[src/rtl/kernel_dispatch.sv]
// Job initiator for the kernel convolution unit: latches one window plus the stored kernel and
// walks the unit through clear -> gap -> start -> done, returning one pixel per job.
module kernel_dispatch #(
    parameter int unsigned MAX_KERNEL = 3,
    parameter int unsigned TIMEOUT    = 64
) (
    input  logic                                     clk,
    input  logic                                     rst,
    input  logic                                     cfg_we,
    input  logic [MAX_KERNEL-1:0][MAX_KERNEL-1:0][7:0] cfg_kernel,
    input  logic [$clog2(MAX_KERNEL)-1:0]            cfg_size,
    input  logic                                     win_valid,
    output logic                                     win_ready,
    input  logic [MAX_KERNEL-1:0][MAX_KERNEL-1:0][7:0] win_data,
    output logic [MAX_KERNEL-1:0][MAX_KERNEL-1:0][7:0] ck_matrix,
    output logic [MAX_KERNEL-1:0][MAX_KERNEL-1:0][7:0] ck_kernel,
    output logic [$clog2(MAX_KERNEL)-1:0]            ck_size,
    output logic                                     ck_clear,
    input  logic                                     ck_clear_flag,
    output logic                                     ck_start,
    input  logic                                     ck_done,
    input  logic [7:0]                               ck_pixel,
    output logic                                     res_valid,
    input  logic                                     res_ready,
    output logic [7:0]                               res_pixel,
    output logic                                     busy,
    output logic                                     timeout_err,
    output logic [15:0]                              job_count
);

    localparam int unsigned SizeW = $clog2(MAX_KERNEL);
    localparam int unsigned CntW  = $clog2(TIMEOUT + 1);

    typedef enum logic [2:0] {StIdle, StClear, StGap, StRun, StOut} state_e;

    typedef logic [MAX_KERNEL-1:0][MAX_KERNEL-1:0][7:0] mat_t;

    state_e          state_q, state_d;
    logic [CntW-1:0] tmo_cnt_q, tmo_cnt_d;
    logic            tmo_hit, tmo_abort;

    logic win_ready_q, win_ready_d;
    logic ck_clear_q, ck_clear_d;
    logic ck_start_q, ck_start_d;
    logic res_valid_q, res_valid_d;
    logic busy_q, busy_d;

    mat_t             matrix_q, kernel_q;
    logic [SizeW-1:0] size_q;
    logic [7:0]       res_pixel_q;
    logic             timeout_err_q;
    logic [15:0]      job_count_q;

    assign tmo_hit = (tmo_cnt_q == CntW'(TIMEOUT - 1));

    // State, timeout counter and handshake/control outputs.
    always_ff @(posedge clk) begin
        if (rst) begin
            state_q     <= StIdle;
            tmo_cnt_q   <= '0;
            win_ready_q <= 1'b1;
            ck_clear_q  <= 1'b0;
            ck_start_q  <= 1'b0;
            res_valid_q <= 1'b0;
            busy_q      <= 1'b0;
        end else begin
            state_q     <= state_d;
            tmo_cnt_q   <= tmo_cnt_d;
            win_ready_q <= win_ready_d;
            ck_clear_q  <= ck_clear_d;
            ck_start_q  <= ck_start_d;
            res_valid_q <= res_valid_d;
            busy_q      <= busy_d;
        end
    end

    always_comb begin
        state_d   = state_q;
        tmo_abort = 1'b0;
        case (state_q)
            StIdle: begin
                if (win_valid) state_d = StClear;
            end
            StClear: begin
                if (ck_clear_flag) begin
                    state_d = StGap;
                end else if (tmo_hit) begin
                    state_d   = StIdle;
                    tmo_abort = 1'b1;
                end
            end
            StGap: state_d = StRun;
            StRun: begin
                if (ck_done) begin
                    state_d = StOut;
                end else if (tmo_hit) begin
                    state_d   = StIdle;
                    tmo_abort = 1'b1;
                end
            end
            StOut: begin
                if (res_ready) state_d = StIdle;
            end
            default: state_d = StIdle;
        endcase

        // Any state change restarts the count, so it is zero on entry to CLEAR and RUN.
        tmo_cnt_d = '0;
        if ((state_d == state_q) && ((state_q == StClear) || (state_q == StRun))) begin
            tmo_cnt_d = tmo_cnt_q + 1'b1;
        end
    end

    // Outputs decoded from the next state so every port comes straight from a flop.
    always_comb begin
        win_ready_d = (state_d == StIdle);
        ck_clear_d  = (state_d == StClear);
        ck_start_d  = (state_d == StRun);
        res_valid_d = (state_d == StOut);
        busy_d      = (state_d != StIdle);
    end

    always_ff @(posedge clk) begin
        if (rst) begin
            matrix_q      <= '0;
            kernel_q      <= '0;
            size_q        <= '0;
            res_pixel_q   <= '0;
            timeout_err_q <= 1'b0;
            job_count_q   <= '0;
        end else begin
            if ((state_q == StIdle) && cfg_we) begin
                kernel_q <= cfg_kernel;
                size_q   <= cfg_size;
            end
            if ((state_q == StIdle) && win_valid) begin
                matrix_q <= win_data;
            end
            if ((state_q == StRun) && ck_done) begin
                res_pixel_q <= ck_pixel;
            end
            if ((state_q == StOut) && res_ready) begin
                job_count_q <= job_count_q + 16'd1;
            end
            if (tmo_abort) begin
                timeout_err_q <= 1'b1;
            end
        end
    end

    assign win_ready   = win_ready_q;
    assign ck_clear    = ck_clear_q;
    assign ck_start    = ck_start_q;
    assign res_valid   = res_valid_q;
    assign busy        = busy_q;
    assign ck_matrix   = matrix_q;
    assign ck_kernel   = kernel_q;
    assign ck_size     = size_q;
    assign res_pixel   = res_pixel_q;
    assign timeout_err = timeout_err_q;
    assign job_count   = job_count_q;

endmodule

[config.mk]
export PLATFORM = sky130hd
export DESIGN_NAME = kernel_dispatch
export DESIGN_NICKNAME = d
export VERILOG_FILES = /design/src/rtl/kernel_dispatch.sv
export SDC_FILE = /design/constraint.sdc
export NUM_CORES = 1
export LEC_CHECK = 0
export CAP_MARGIN = 5
export CORE_ASPECT_RATIO = 0.9
export CORE_UTILIZATION = 30
export DETAILED_ROUTE_END_ITERATION = 8
export GPL_ROUTABILITY_DRIVEN = 1
export PLACE_DENSITY = 0.66
export SLEW_MARGIN = 10
export SYNTH_ARGS = -nofsm -noshare
export SYNTH_HDL_FRONTEND = slang
export SYNTH_SLANG_ARGS = --single-unit
[constraint.sdc]
create_clock -name clk -period 3.7 [get_ports clk]
set_clock_uncertainty 0.1 [all_clocks]
set_input_delay 0.37 -clock clk [delete_from_list [all_inputs] [get_ports clk]]
set_output_delay 0.37 -clock clk [all_outputs]
set_load 0.05 [all_outputs]
==> reports/qor.yml, run 1 <==
pwr:
  power.density_cell_area_mw_per_mm2: 492
  power_leakage_uw: 0.00388
  sequential_power_share_pct: 41.7
  total_switching_power_uw: 1660
  clockPowerShare_pct: 34.5
  power_frac_comb_pct: 23.7
  ir_drop_mv: 0.298
  power.switching_fraction_pct: 31.5
  cell_internal_pwr_uw: 3620
  total_power_uw: 5280
synth:
  compound_gate_portion_of_the_synthesized_area_pct: 13.8
  async_reset_ff_share_pct: 0
  netlist_area_sq_mm: 0.00660
  yosys.cell_count.top_type: "sky130_fd_sc_hd__nand2_1"
  ys.flop_type: "sky130_fd_sc_hd__dfxtp_1"
  syn_nets: 979
  synth_simple_gate_area_share_pct: 23.6
  post_synth_fa_ha_maj_area_fraction_pct: 0.379
  synth_top_family_by_area: "simple AND/OR/NAND/NOR gates"
  yosys_register_bits: 186
  synthXorXnorAreaFrac_pct: 1.59
  yosys.area.top_type_share_pct: 56.4
  share_of_synthesized_area_occupied_by_flip_flops_and_latches_pct: 56.4
  synthTopCellsByCount: "sky130_fd_sc_hd__nand2_1 (313), sky130_fd_sc_hd__dfxtp_1 (186), sky130_fd_sc_hd__a21oi_1 (164)"
  netlist_instances: 816
  post_synth.cell_area_avg_sq_um: 8.09
  synth_mux_area_share_pct: 0.322
  number_of_flops_mapped_to_enable_cells_by_yosys: 0
  yosys_warnings: 0
  yosys.area.top_type: "sky130_fd_sc_hd__dfxtp_1"
  yosys-top-cells-area: "sky130_fd_sc_hd__dfxtp_1 (56%), sky130_fd_sc_hd__nand2_1 (18%), sky130_fd_sc_hd__a21oi_1 (12%), sky130_fd_sc_hd__clkbuf_1 (2.0%), sky130_fd_sc_hd__nor2_1 (1.3%)"
  ys_types: 37
floorplan:
  core_area_sq_mm: 0.0216
  die_h_microns: 143
  die_area_sq_mm: 0.0226
  start_util_pct: 30.5
  rows: 51
  number_of_i_o_pins: 337
  chipWidth_microns: 158
grt:
  number_of_global_route_vias_before_repair: 5761
  grt_remaining_overflow: 0
  antenna_found_initial: 0
  groute.usage.overall_pct: 16.6
  grt_pass1_wl_microns: 29400
  grt_max_degree: 93
cts:
  worst_skew_pair_latency_ps: 420
  clock_path_buffers: 2
  cts_hold_buf: 0
  cts_setup_buffers: 0
  htree_levels: 4
  clk_pin_slew_ps: 70
  ctsResizeCount: 0
  tritoncts_clock_tree: "yes"
  cts_buffers: 17
  cts.sinks: 186
  cts.root.buffer_cell: "sky130_fd_sc_hd__clkbuf_16"
finish:
  final_layout_size_suffix_gt1_share_pct: 4.15
  stdcell_area_sq_mm: 0.0107
  layout-area-overhead-vs-synth_pct: 62.4
  design.final.nets: 1284
  antenna_cells: 0
setup_path:
  worst_path_largest_cell_delay_ps: 870
  arrival_ps: 1730
  start_kind: "flop"
  critical_path.max_fanout: 6
  cell_family_contributing_the_most_delay_on_the_critical_path: "buffers and inverters"
  critPathKind: "flop to primary output"
  worstSetupEndpointType: "primary output"
  crit_path_top_delay_cell: "sky130_fd_sc_hd__clkdlybuf4s50_1"
  setup.reg_to_reg.worst_slack_ps: 1510
  path_cells: "clkdlybuf4s50_1"
  critPathRequiredTime_ps: 3230
  worst-path-buf-inv: 1
route:
  post_drt_via_cell_ratio: 4.47
  vias: 6362
  wirelength_per_cell_microns: 13.9
  detail-route-antenna-nets: 0
  finalWirelength_microns: 19800
  drt_iter0_drc: 233
  drt_drc_violations_left: 0
  drtPass1Iterations: 6
placement:
  post_dp_cell_area_sq_mm: 0.0101
  io_buffer_count: 336
  finalWeightedCongestion: 0.724
  detailedPlacementHpwl_microns: 13300
timing:
  period_share_pct: 59.6
  setup_viol_count_final: 0
  hold_violations: 0
  hold-worst-slack_ps: 326
  timing.slew.headroom_pct: 46.0
  fmax_mhz: 454
  unrepaired_setup_endpoints_after_global_routing: "no"
  timing.final.max_slew_violations: 0
  fin_crit_ps: 2200
  slew_at_the_pin_with_the_worst_max_slew_slack_ps: 810
  fin_tns_setup_ps: 0
flow_run:
  max_cap_viol_count: 0
min_path:
  holdCritPathClass: "primary input to flop"
outcome:
  outcome: "finished clean"
-- metrics by stage --
| stage | worst slack (ps) | utilization (%) | instances |
|---|---|---|---|
| final | 1500 | 49.5 | 1424 |
| after detailed placement | 1360 | 46.9 | 1393 |
| after floorplan | 1670 | - | 816 |
| after global routing | 1240 | 49.5 | 1424 |
| after global placement | 1390 | 46.9 | 1393 |
| after CTS | 1460 | 49.5 | 1424 |
-- metal layers --
layer	routed length (microns)	global-route usage, %
met1	8340	19.4
met4	222	4.96
met5	0	0
met2	8990	26.8
met3	2230	7.77
-- logic make-up after synthesis --
group                      count (synthesis)
buffers and inverters                     58
AOI/OAI and AO/OA                        177
DFF                                      186
xor gates and xnor gates                  12
adders and majority gates                  2
muxes                                      2
and+or+nand+nor                          379
-- layout by cell type (no fill, tap or decap), types with 5 or more instances in the layout --
master,n
sky130_fd_sc_hd__buf_4,6
sky130_fd_sc_hd__dfxtp_1,186
sky130_fd_sc_hd__nand2_1,311
sky130_fd_sc_hd__clkbuf_16,17
sky130_fd_sc_hd__xor2_1,9
sky130_fd_sc_hd__a21oi_1,164
sky130_fd_sc_hd__nor3_1,5
sky130_fd_sc_hd__o31ai_1,5
sky130_fd_sc_hd__nor2_1,23
sky130_fd_sc_hd__nand3_1,7
sky130_fd_sc_hd__clkdlybuf4s50_1,335
-- power groups by stage --
stage / logic, uW / registers [uW] / clock network (uW)
after detailed placement: 1260 / 2250 / 0
after CTS: 1270 / 2200 / 1890
after global routing: 1330 / 2220 / 1960
after global placement: 1260 / 2240 / 0
final: 1250 / 2200 / 1820
after floorplan: 308 / 2700 / 0
-- path summary, 6_finish.rpt --
check,start,end,cells after the start
setup reg to reg,state_q[1],ck_kernel[57],5
setup / recovery,job_count[7],job_count[7],1
hold / removal,rst,timeout_err,2
hold reg to reg,tmo_cnt_q[0],tmo_cnt_q[0],1
-- flip-flops by register name, summed over array words and instances (netlist names), 2 cells and up --
register	cells
ck_kernel	72
ck_matrix	72
ck_size	2
job_count	16
res_pixel	8
state_q	3
tmo_cnt_q	7
-- cell type report --
class,instances,area [sq um]
Timing Repair Buffer,342,3420
Tap cell,291,364
Fill cell,2090,10900
Multi-Input combinational cell,572,2620
Inverter,2,7.51
Sequential cell,186,3720
Clock inverter,12,138
Clock buffer,19,443
Power figures use the tool's default switching activity.
==> inputs of run 2 (changes only) <==
Clock period 3.7 ns to 2.3 ns, I/O delays scaled along.
==> run 2 against run 1 <==
Against the previous run:
- register-to-register slack worse by 1100 ps
- sequential cell count is the same
- die area unchanged
- critical path depth did not move
- worst setup slack worse by 1300 ps
- non-clock buffer count rose by 10
- combinational power increased by 65%
- clock-buffer cell count fell by 1
- routed wire length grew 0.50%
- core utilization grew 0.42 points
==> reports/qor.yml, run 2 (synthesized netlist as in run 1, its figures left out) <==
cts:
  clk_pin_slew_ps: 70  # about the same
  tritoncts_clock_tree: "yes"  # unchanged
  cts_buffers: 17  # unchanged
  clock_path_buffers: 2  # unchanged
  worst_skew_pair_latency_ps: 420  # about the same
  cts.root.buffer_cell: "sky130_fd_sc_hd__clkbuf_16"  # unchanged
  cts_setup_buffers: 0  # unchanged
  ctsResizeCount: 0  # unchanged
  cts_hold_buf: 0  # unchanged
  cts.sinks: 186  # unchanged
  htree_levels: 4  # unchanged
grt:
  grt_remaining_overflow: 0  # unchanged
  number_of_global_route_vias_before_repair: 5980  # was 5,761
  antenna_found_initial: 0  # unchanged
  grt_pass1_wl_microns: 30300  # was 29,400 microns
  grt_max_degree: 75  # was 93
  groute.usage.overall_pct: 17.1  # was 16.6%
timing:
  slew_at_the_pin_with_the_worst_max_slew_slack_ps: 658  # was 810 ps
  fin_crit_ps: 2060
  finalWorstSetupSlack_ps: 235  # was 1500 ps
  fmax_mhz: 484
  period_share_pct: 89.8
  hold_violations: 0  # unchanged
  setup_viol_count_final: 0  # unchanged
  timing.final.max_slew_violations: 0  # unchanged
  unrepaired_setup_endpoints_after_global_routing: "no"  # unchanged
  fin_tns_setup_ps: 0  # unchanged
  timing.slew.headroom_pct: 56.1  # was 46.0%
pwr:
  power.density_cell_area_mw_per_mm2: 775  # was 492 mW/mm^2
  total_power_uw: 8380  # was 5280 uW
  sequential_power_share_pct: 42.3  # was 41.7%
  power.switching_fraction_pct: 31.9  # was 31.5%
  power_frac_comb_pct: 24.6  # was 23.7%
  cell_internal_pwr_uw: 5710  # was 3620 uW
  clockPowerShare_pct: 33.0  # was 34.5%
  total_switching_power_uw: 2670  # was 1660 uW
  ir_drop_mv: 0.396  # was 0.298 mV
  power_leakage_uw: 0.00392  # was 0.00388 uW
setup_path:
  critical_path.max_fanout: 6  # unchanged
  worst-path-buf-inv: 1  # unchanged
  critPathKind: "flop to primary output"  # unchanged
  start_kind: "flop"  # unchanged
  worst_path_largest_cell_delay_ps: 860  # was 870 ps
  worstSetupEndpointType: "primary output"  # unchanged
  cell_family_contributing_the_most_delay_on_the_critical_path: "buffers and inverters"  # unchanged
  crit_path_top_delay_cell: "sky130_fd_sc_hd__clkdlybuf4s50_1"  # unchanged
  path_cells: "clkdlybuf4s50_1"  # unchanged
  critPathRequiredTime_ps: 1970  # was 3230 ps
  arrival_ps: 1730  # about the same
placement:
  detailedPlacementHpwl_microns: 14100  # was 13,300 microns
  post_dp_cell_area_sq_mm: 0.0103  # was 0.0101 sq mm
  placement.setup.worst_slack_ps: 234  # was 1360 ps
  io_buffer_count: 336  # unchanged
  finalWeightedCongestion: 0.732  # was 0.724
route:
  post_drt_via_cell_ratio: 4.47  # about the same
  wirelength_per_cell_microns: 13.9  # about the same
  drt_iter0_drc: 248  # was 233
  drt_drc_violations_left: 0  # unchanged
  detail-route-antenna-nets: 0  # unchanged
  finalWirelength_microns: 19900  # was 19,800 microns
  drtPass1Iterations: 4  # was 6
  vias: 6399  # was 6,362
floorplan:
  number_of_i_o_pins: 337  # unchanged
  rows: 51  # unchanged
  core_area_sq_mm: 0.0216  # unchanged
  start_util_pct: 30.5  # unchanged
  die_area_sq_mm: 0.0226  # unchanged
  chipWidth_microns: 158  # unchanged
  die_h_microns: 143  # unchanged
flow_run:
  max_cap_viol_count: 0  # unchanged
finish:
  stdcell_area_sq_mm: 0.0108  # was 0.0107 sq mm
  final_layout_size_suffix_gt1_share_pct: 4.90  # was 4.15%
  antenna_cells: 0  # unchanged
  design.final.nets: 1294  # was 1,284
  layout-area-overhead-vs-synth_pct: 63.8  # was 62.4%
  most-common-layout-cells: "sky130_fd_sc_hd__clkdlybuf4s50_1 (335), sky130_fd_sc_hd__nand2_1 (311), sky130_fd_sc_hd__dfxtp_1 (186), sky130_fd_sc_hd__a21oi_1 (164), sky130_fd_sc_hd__nor2_1 (23)"  # unchanged
  n_fill_cell: 2044  # was 2,090
  mostFrequentLayoutCell: "sky130_fd_sc_hd__clkdlybuf4s50_1"  # unchanged
min_path:
  holdCritPathClass: "primary input to flop"  # unchanged
outcome:
  outcome: "finished clean"  # unchanged
[run 2: path summary, 6_finish.rpt]
| path | from | endpoint | slack [ps] | depth (start not counted) |
|---|---|---|---|---|
| max reg2reg | state_q[1] | win_ready | 390 | 4 |
| min | rst | ck_matrix[3] | 230 | 2 |
| min reg2reg | tmo_cnt_q[0] | tmo_cnt_q[0] | 340 | 1 |
| max | job_count[7] | job_count[7] | 240 | 1 |
[run 2: per-layer routing]
metal  vias up  global-route usage (%)  routed length (microns)
li1       3291                       -                        -
met1      2881                    19.3                     8210
met2       215                    28.5                     9280
met3        12                    8.53                     2230
met4         0                    4.25                      162
met5         -                       0                        0
[run 2: power by group through the flow]
| stage | combinational (uW) | sequential, uW | clock, uW |
|---|---|---|---|
| after global placement | 2070 | 3610 | 0 |
| after floorplan | 496 | 4340 | 0 |
| after detailed placement | 2080 | 3620 | 0 |
| after global routing | 2200 | 3580 | 3000 |
| after CTS | 2090 | 3550 | 2880 |
| final | 2060 | 3550 | 2770 |
[run 2: area by class of cell]
type                       count  area, sq um  area share (%)
clock buffer                  18          429            3.97
clock inverter                12          116            1.08
inverter                       2         7.51          0.0695
multi-input combinational    572         2620            24.3
sequential                   186         3720            34.5
tap                          291          364            3.37
timing repair buffer         352         3540            32.8
[run 2: stage by stage]
| step | util [%] | cells | hold WS (ps) |
|---|---|---|---|
| after detailed placement | 47.4 | 1403 | 335 |
| after global placement | 47.4 | 1403 | 327 |
| after CTS | 50.0 | 1433 | 217 |
| after global routing | 50.0 | 1433 | 225 |
| after floorplan | - | 816 | 266 |
| final | 50.0 | 1433 | 225 |
